<file path="src/rtl/apb_cmd_master.sv">
// APB initiator: queues register-access commands in a small FIFO and runs each one as a SETUP/ACCESS transfer.
// Define APB_TIMEOUT_EN to abort ACCESS phases that wait TIMEOUT_CYCLES cycles without PREADY.
module apb_cmd_master #(
    parameter int ADDRESSWIDTH   = 3,
    parameter int DATAWIDTH      = 16,
    parameter int FIFO_DEPTH     = 4,
    parameter int TIMEOUT_CYCLES = 16
) (
    input  logic                    PCLK,
    input  logic                    PRESETn,
    input  logic                    cmd_valid_i,
    output logic                    cmd_ready_o,
    input  logic                    cmd_write_i,
    input  logic [ADDRESSWIDTH-1:0] cmd_addr_i,
    input  logic [DATAWIDTH-1:0]    cmd_wdata_i,
    output logic                    rsp_valid_o,
    output logic [DATAWIDTH-1:0]    rsp_rdata_o,
    output logic                    rsp_err_o,
    output logic                    busy_o,
    output logic [ADDRESSWIDTH-1:0] PADDR_o,
    output logic [DATAWIDTH-1:0]    PWDATA_o,
    output logic                    PWRITE_o,
    output logic                    PSELx_o,
    output logic                    PENABLE_o,
    input  logic [DATAWIDTH-1:0]    PRDATA_i,
    input  logic                    PREADY_i
);

    localparam int PTR_W = $clog2(FIFO_DEPTH);
    localparam int CNT_W = PTR_W + 1;

    if (FIFO_DEPTH < 2 || (FIFO_DEPTH & (FIFO_DEPTH - 1)) != 0 || TIMEOUT_CYCLES < 1) begin : g_param_check
        $error("apb_cmd_master: FIFO_DEPTH must be a power of two >= 2 and TIMEOUT_CYCLES >= 1");
    end

    typedef enum logic [1:0] {IDLE, SETUP, ACCESS} state_t;

    state_t state, state_nxt;

    logic [ADDRESSWIDTH-1:0] fifo_addr  [FIFO_DEPTH];
    logic [DATAWIDTH-1:0]    fifo_wdata [FIFO_DEPTH];
    logic                    fifo_write [FIFO_DEPTH];
    logic [PTR_W-1:0]        wr_ptr, rd_ptr;
    logic [CNT_W-1:0]        count, count_nxt;
    logic                    push, pop, fifo_empty;
    logic                    timeout;

    logic                    psel_nxt, penable_nxt, pwrite_nxt, rsp_valid_nxt;
    logic [ADDRESSWIDTH-1:0] paddr_nxt;
    logic [DATAWIDTH-1:0]    pwdata_nxt, rsp_rdata_nxt;

    assign cmd_ready_o = (count != CNT_W'(FIFO_DEPTH));
    assign push        = cmd_valid_i && cmd_ready_o;
    assign fifo_empty  = (count == '0);

    // Command storage carries no reset; only pointers and count define its contents.
    always_ff @(posedge PCLK) begin
        if (push) begin
            fifo_addr[wr_ptr]  <= cmd_addr_i;
            fifo_wdata[wr_ptr] <= cmd_wdata_i;
            fifo_write[wr_ptr] <= cmd_write_i;
        end
    end

    always_comb begin
        count_nxt = count;
        case ({push, pop})
            2'b10:   count_nxt = count + CNT_W'(1);
            2'b01:   count_nxt = count - CNT_W'(1);
            default: count_nxt = count;
        endcase
    end

    always_ff @(posedge PCLK or negedge PRESETn) begin
        if (!PRESETn) begin
            wr_ptr <= '0;
            rd_ptr <= '0;
            count  <= '0;
        end else begin
            if (push) wr_ptr <= wr_ptr + PTR_W'(1);
            if (pop)  rd_ptr <= rd_ptr + PTR_W'(1);
            count <= count_nxt;
        end
    end

`ifdef APB_TIMEOUT_EN
    localparam int TO_W = $clog2(TIMEOUT_CYCLES + 1);

    logic [TO_W-1:0] to_cnt;

    // Abort on the edge that would bring the wait count up to TIMEOUT_CYCLES.
    assign timeout = (state == ACCESS) && !PREADY_i && (to_cnt == TO_W'(TIMEOUT_CYCLES - 1));

    always_ff @(posedge PCLK or negedge PRESETn) begin
        if (!PRESETn) begin
            to_cnt    <= '0;
            rsp_err_o <= 1'b0;
        end else begin
            if (state == SETUP)
                to_cnt <= '0;
            else if (state == ACCESS && !PREADY_i)
                to_cnt <= to_cnt + TO_W'(1);
            rsp_err_o <= timeout;
        end
    end
`else
    assign timeout   = 1'b0;
    assign rsp_err_o = 1'b0;
`endif

    always_ff @(posedge PCLK or negedge PRESETn) begin
        if (!PRESETn) state <= IDLE;
        else          state <= state_nxt;
    end

    always_comb begin
        state_nxt = state;
        case (state)
            IDLE:    if (!fifo_empty) state_nxt = SETUP;
            SETUP:   state_nxt = ACCESS;
            ACCESS: begin
                if (PREADY_i)     state_nxt = fifo_empty ? IDLE : SETUP;
                else if (timeout) state_nxt = IDLE;
            end
            default: state_nxt = IDLE;
        endcase
    end

    always_comb begin
        pop           = 1'b0;
        psel_nxt      = PSELx_o;
        penable_nxt   = PENABLE_o;
        paddr_nxt     = PADDR_o;
        pwdata_nxt    = PWDATA_o;
        pwrite_nxt    = PWRITE_o;
        rsp_valid_nxt = 1'b0;
        rsp_rdata_nxt = rsp_rdata_o;
        case (state)
            IDLE: begin
                if (!fifo_empty) begin
                    pop         = 1'b1;
                    psel_nxt    = 1'b1;
                    penable_nxt = 1'b0;
                end
            end
            SETUP: penable_nxt = 1'b1;
            ACCESS: begin
                if (PREADY_i) begin
                    rsp_valid_nxt = 1'b1;
                    rsp_rdata_nxt = PWRITE_o ? '0 : PRDATA_i;
                    penable_nxt   = 1'b0;
                    if (!fifo_empty) pop = 1'b1;
                    else             psel_nxt = 1'b0;
                end else if (timeout) begin
                    rsp_valid_nxt = 1'b1;
                    rsp_rdata_nxt = '0;
                    psel_nxt      = 1'b0;
                    penable_nxt   = 1'b0;
                end
            end
            default: ;
        endcase
        if (pop) begin
            paddr_nxt  = fifo_addr[rd_ptr];
            pwdata_nxt = fifo_wdata[rd_ptr];
            pwrite_nxt = fifo_write[rd_ptr];
        end
    end

    always_ff @(posedge PCLK or negedge PRESETn) begin
        if (!PRESETn) begin
            PSELx_o     <= 1'b0;
            PENABLE_o   <= 1'b0;
            PADDR_o     <= '0;
            PWDATA_o    <= '0;
            PWRITE_o    <= 1'b0;
            rsp_valid_o <= 1'b0;
            rsp_rdata_o <= '0;
            busy_o      <= 1'b0;
        end else begin
            PSELx_o     <= psel_nxt;
            PENABLE_o   <= penable_nxt;
            PADDR_o     <= paddr_nxt;
            PWDATA_o    <= pwdata_nxt;
            PWRITE_o    <= pwrite_nxt;
            rsp_valid_o <= rsp_valid_nxt;
            rsp_rdata_o <= rsp_rdata_nxt;
            busy_o      <= (state_nxt != IDLE) || (count_nxt != '0);
        end
    end

endmodule

</file>
<file path="config.mk">
export PLATFORM = sky130hd
export DESIGN_NAME = apb_cmd_master
export DESIGN_NICKNAME = d
export VERILOG_FILES = /design/src/rtl/apb_cmd_master.sv
export SDC_FILE = /design/constraint.sdc
export NUM_CORES = 1
export LEC_CHECK = 0
export CAP_MARGIN = 30
export CORE_ASPECT_RATIO = 0.6
export CORE_MARGIN = 3
export CORE_UTILIZATION = 45
export CTS_BUF_LIST = sky130_fd_sc_hd__clkbuf_8
export DETAILED_ROUTE_END_ITERATION = 10
export HOLD_SLACK_MARGIN = 0.08
export PLACE_DENSITY_LB_ADDON = 0.3
export SLEW_MARGIN = 20
export SYNTH_ARGS = -nofsm -noshare
export SYNTH_HDL_FRONTEND = slang
export SYNTH_SLANG_ARGS = --single-unit
</file>
<file path="constraint.sdc">
create_clock -name PCLK -period 2.48 [get_ports PCLK]
set_input_delay 0.744 -clock PCLK [delete_from_list [all_inputs] [get_ports PCLK]]
set_output_delay 0.744 -clock PCLK [all_outputs]
set_load 0.005 [all_outputs]
</file>
---- Word-level counts from Yosys, hierarchy flattened ----
Memories as Yosys holds them, arrays and structs flattened. A register that Yosys moved wholly into a read port is not among the register bits.
Cells that the tools add are included.
word-level totals
  register bits ........................... 29
  bits in writable memories ............... 80
  input bits .............................. 40
  output and inout port bits .............. 42
  memories kept ........................... 3
memories
  memory      words  width  rd ports  clocked after memory_dff  write ports  line  RTL
  fifo_wdata  4      16     1         1                         1            41    logic [DATAWIDTH-1:0] fifo_wdata [FIFO_DEPTH];
  fifo_addr   4      3      1         1                         1            40    logic [ADDRESSWIDTH-1:0] fifo_addr [FIFO_DEPTH];
  fifo_write  4      1      1         1                         1            42    logic fifo_write [FIFO_DEPTH];
cells by class
  add/sub/neg operators ................... 4
  equality and inequality tests ........... 8
  multiplexer cells ....................... 20
  reduce and logical (&&, ||, !) cells .... 14
operators by type and width
  kind                 number
  $mux 16              1
  $mux 1               12
  $ne 2x2->1 const B   3
  $pmux 2 s3           1
  $pmux 3 s2           1
  $reduce_bool 3->1    2
  $add 2x1->2 const B  2
  $eq 2x1->1 const B   2
  $eq 2x2->1 const B   2
  $mux 2               2
  $pmux 1 s2           2
  $reduce_and 4->1     1
  $reduce_bool 2->1    2
  $add 3x1->3 const B  1
  $logic_not 1->1      3
  $logic_not 3->1      1
  $ne 3x3->1 const B   1
  $pmux 1 s3           1
  $reduce_and 3->1     1
  $sub 3x1->3 const B  1
  $logic_not 2->1      1
  $reduce_and 2->1     1
  $logic_and 1x1->1    1
  $logic_or 1x1->1     1

---- Longest topological paths before layout ----
  depth after elaboration ................. 8
  depth in mapped cells ................... 13
  gate-level depth less buffers ........... 12

---- Least setup slack after synthesis ----
No wires, ideal clock.
  kind .................................... input port to flip-flop
  start ................................... input PREADY_i
  end ..................................... register busy_o
  setup time .............................. 139 ps
  arrival time ............................ 2639 ps
  required time ........................... 2341 ps
  slack ................................... -298 ps
  stages .................................. 11
  buffers on the path ..................... 1
  path through ............................ nand2_1 > inv_1 > o21a_1 > buf_6 > ha_1 > inv_1 > fa_1 > xor2_1 > nor2_1 > xor2_1 > or4b_1
on the way
  cells in the longest elaborated chain, start to end .. 6
RTL lines
  what                                             line  RTL
  from (decl)                                      26    input logic PREADY_i
  $mux 1 (*)                                       148   if (PREADY_i) begin
  $pmux 1 s2 (*)                                   138   case (state)
  net pop                                          45    logic push, pop, fifo_empty;
  $eq 2x1->1 / $eq 2x2->1 (equally long branches)  67    case ({push, pop})
  $pmux 3 s2 (*)                                   67
  net count_nxt[2]                                 44    logic [CNT_W-1:0] count, count_nxt;
  $reduce_bool 3->1 (*)                            188   busy_o <= (state_nxt != IDLE) || (count_nxt != '0);
  $logic_or 1x1->1 (*)                             188
  to (signal assigned)                             188
  to (decl)                                        19    output logic busy_o,
The timed path passes the listed nets; every way through them passes the cells marked *.
A chain may end at the register's enable or synchronous reset.

---- Worst setup path in the final report ----
  start ................................... register count[0]
  end ..................................... output cmd_ready_o
on the way
  cells in the longest elaborated chain, start to end .. 1
RTL lines
  what                    line  RTL
  from (decl)             44
  from (signal assigned)  82    count <= count_nxt;
  $ne 3x3->1              52    assign cmd_ready_o = (count != CNT_W'(FIFO_DEPTH));
  to (decl)               12    output logic cmd_ready_o,
Every way passes these cells.

==> results.txt <==
The flow ran to the end, and the final reports show no timing, DRC or antenna violations. The die extent in y came out at 87.9 um. The total iterations of the first detailed-routing run came out at 4. The layout overhead on the synthesized area is 29.9%. At the end of the flow, the number of nets in the layout was 446.

The tree is rooted in a clkbuf_8. Of the cells placed in the final design, the portion with a size suffix greater than 1 is 0.257. The starting utilization of the core area came out at 0.468. The global routing usage on met2 came out at 0.224. The number of antenna violations at the first check in global routing came out at 0. The number of buffers on the longest clock path came out at 2. For met3 alone, demand over resource in global routing was 0.0453.

The average instance in the mapped netlist occupies 17.6 um^2. TritonCTS built the clock tree. The cell area after placement came out at 0.00614 mm^2. The number of cell rows is 29. Data on the critical path is required at its endpoint by 1.74 ns. The async set-or-reset flop fraction in the synthesized netlist came out at 0.380. The iteration-0 DRC count of the detailed router is 89. The total area inside the core boundary comes to 0.0107 mm^2. The number of clock buffers added by TritonCTS is 17. The global-route wire length before repair is 14.5 mm.

The minimum clock period is 2.38 ns. After legalization and detailed placement, the total HPWL measured 6.17 mm. In the synthesized netlist the dominant register cell turns out to be edfxtp_1. The classification of the worst-slack hold path is input pin to asynchronous set/reset pin. After synthesis, the netlist uses 32 different library cells.

The number of global-route vias before repair came to 2,817. The synthesized netlist net count is 336. Synthesis inferred 129 register bits. The count of fill cells added during filler insertion is 790. Pin placement for this block handled 82 I/O pins.

The final routed wire length divided by cell count is 16.8 um. STA classifies the critical path endpoint as an output port. The relative max-transition margin came out at 0.597.

The residual DRC count is 0. The detail-routed via count per cell came out at 5.05. The number of max-cap violations came out at 0.

The remaining antenna violation count came out at 0. The critical path starts at count[0]$_DFF_PN0_. The static leakage is 2.47 nW. The kind of launch point of the worst setup path is a register. For this run, the register share of the synthesized area comes to 0.721. The ratio of final minimum period to clock period came out at 0.961. The synthesized design spends more area on one cell type than any other, namely edfxtp_1. The die covers 0.0125 mm^2. The final-report hold violation count is 0. Setup repair after global routing left no endpoint under its margin. Summing every instance area after synthesis gives 0.00503 mm^2.

The largest clock skew in the final design is 0.0136 ns. In the global route stage, overall resource usage came out at 0.156. The largest voltage drop on the vdd net came out at 0.000460 V. The number of synthesized flops with an enable pin is 80. The number of warnings reported in the yosys synthesis log came out at 0.

In this run the critical register-to-register path is launched from count[0]$_DFF_PN0_. The count of final max-slew check failures is 0. The total power consumption of the routed design came out at 7.88 mW. Ranked by instance count, the synthesized netlist is headed by edfxtp_1 (80), dfrtp_1 (49), mux2_2 (22). The portion of synthesized cell area occupied by the leading cell type came out at 0.478. The total number of vias came out at 2,768.

The count of clock tree sinks came out at 129. The total congestion overflow came out at 0. The total inserted antenna cells is 0.

Yosys attributes the largest share of cell area to edfxtp_1 (48%), dfrtp_1 (24%), mux4_2 (9.0%). Among all cell types in the netlist, the one instantiated most often is edfxtp_1. For met1 alone, demand over resource in global routing was 0.226.

In the synthesized netlist, the number of instances is 286. The level count of the clock H-tree came out at 4. Port buffering added 80 buffers. From left edge to right edge, the die measures 142 um.

Summed over all layers, the routed wires come to 9.19 mm. The final setup violation count is 0. The highest achievable clock rate is 420 MHz. The clock latency on the worst-skew pair is 0.42 ns.

The power density relative to cell area is 1210 mW/mm^2. met1 is the most crowded layer. After clock tree synthesis, the clock-pin slew on the worst setup and hold paths is 0.07 ns. At the worst endpoint, the arrival time is 1.64 ns. At the pin with the least slew margin, the transition time is 0.605 ns. The maximum number of pins on one net before global-route repair is 33. The maximum fanout along the worst path is 5. The congestion estimate from routability-driven global placement came to 0.719. The critical path class is register to output port. In this run, post-CTS hold repair placed 0 buffers. The final non-filler cell area came out at 0.00653 mm^2.
==> critical path, cell delays in order, from the launching register on <==
cell and delay (ns):
dfrtp_1 0.42, inv_2 0.07, nand3_1 0.10, buf_4 0.14, clkdlybuf4s50_1 0.50
==> flip-flops by register name, summed over array words and instances (netlist names) <==
name         flops
PADDR_o          3
PENABLE_o        1
PSELx_o          1
PWDATA_o        16
PWRITE_o         1
busy_o           1
count            3
fifo_addr       12
fifo_wdata      64
fifo_write       4
rd_ptr           2
rsp_rdata_o     16
rsp_valid_o      1
state            2
wr_ptr           2
==> final timing paths <==
check,cells after the start,slack (ns),to
worst max-delay path,4,0.1,cmd_ready_o
worst min-delay path,1,0.32,PWDATA_o[4]$_DFFE_PN0P_
worst max register to register,9,0.13,busy_o$_DFF_PN0_
worst min register to register,2,0.49,rsp_rdata_o[4]$_DFFE_PN0P_
max in group asynchronous,2,1.59,count[1]$_DFF_PN0_
min in group PCLK,2,0.49,rsp_rdata_o[4]$_DFFE_PN0P_
==> power breakdown <==
group / total (mW) / internal, mW / switching, mW
combinational: 2.99 / 1.75 / 1.24
sequential: 3.27 / 2.97 / 0.294
clock: 1.62 / 0.866 / 0.757
==> cell families (layout without fill, tap and decap cells) <==
family                     after synthesis  in the layout  share of synthesized area
xor gates and xnor gates                 6              6                     0.0104
AOI/OAI and AO/OA                       28             28                     0.0308
DFF                                    129            129                      0.721
other                                    1              1                   0.000746
muxes                                   42             42                      0.139
buffers and inverters                   20            143                     0.0192
adders and majority gates               10             10                     0.0264
and+or+nand+nor                         50             50                     0.0522
==> area by class of cell <==
type,count,area [um^2],share of cell area
clock buffer,17,234,0.0358
timing repair buffer,102,987,0.151
sequential,129,3630,0.555
inverter,9,33.8,0.00517
clock inverter,15,130,0.0199
tap,139,174,0.0266
multi-input combinational,137,1350,0.206
==> routing by layer <==
layer  routed length [um]  vias up
met2                 4120       81
met5                    0        -
li1                     -     1290
met4                   65        0
met3                  537        7
met1                 4470     1390
==> cell usage in the layout, fill, tap and decap left out, drive strengths merged, types with 7 or more instances in the layout <==
cell type	synthesis	layout
buf	6	23
clkbuf	5	17
clkdlybuf4s50	0	77
clkinv	0	7
dfrtp	49	49
edfxtp	80	80
ha	9	9
inv	9	13
mux2	22	22
mux4	20	20
nand2	19	19
nand2b	17	17
o21ai	21	21
==> through the flow <==
| stage | std cells | setup TNS, ns | hold slack, ns | setup WS, ns | utilization |
|---|---|---|---|---|---|
| floorplan | 286 | -0.0991 | 0.448 | -0.0991 | - |
| global placement | 515 | -0.498 | 0.463 | -0.462 | 0.572 |
| detailed placement | 515 | -0.611 | 0.478 | -0.512 | 0.572 |
| CTS | 548 | 0 | 0.317 | 0.0162 | 0.607 |
| global route | 548 | 0 | 0.337 | 0.000771 | 0.608 |
| finish | 548 | 0 | 0.323 | 0.0978 | 0.608 |
==> repair_timing <==
item / CTS / global route
buffers inserted: 1 / 0
pin swaps: 2 / 2
endpoints found under the setup margin: 1 / 2
resized for setup: 3 / 7
Note: power is estimated with default switching activity, not from simulation.
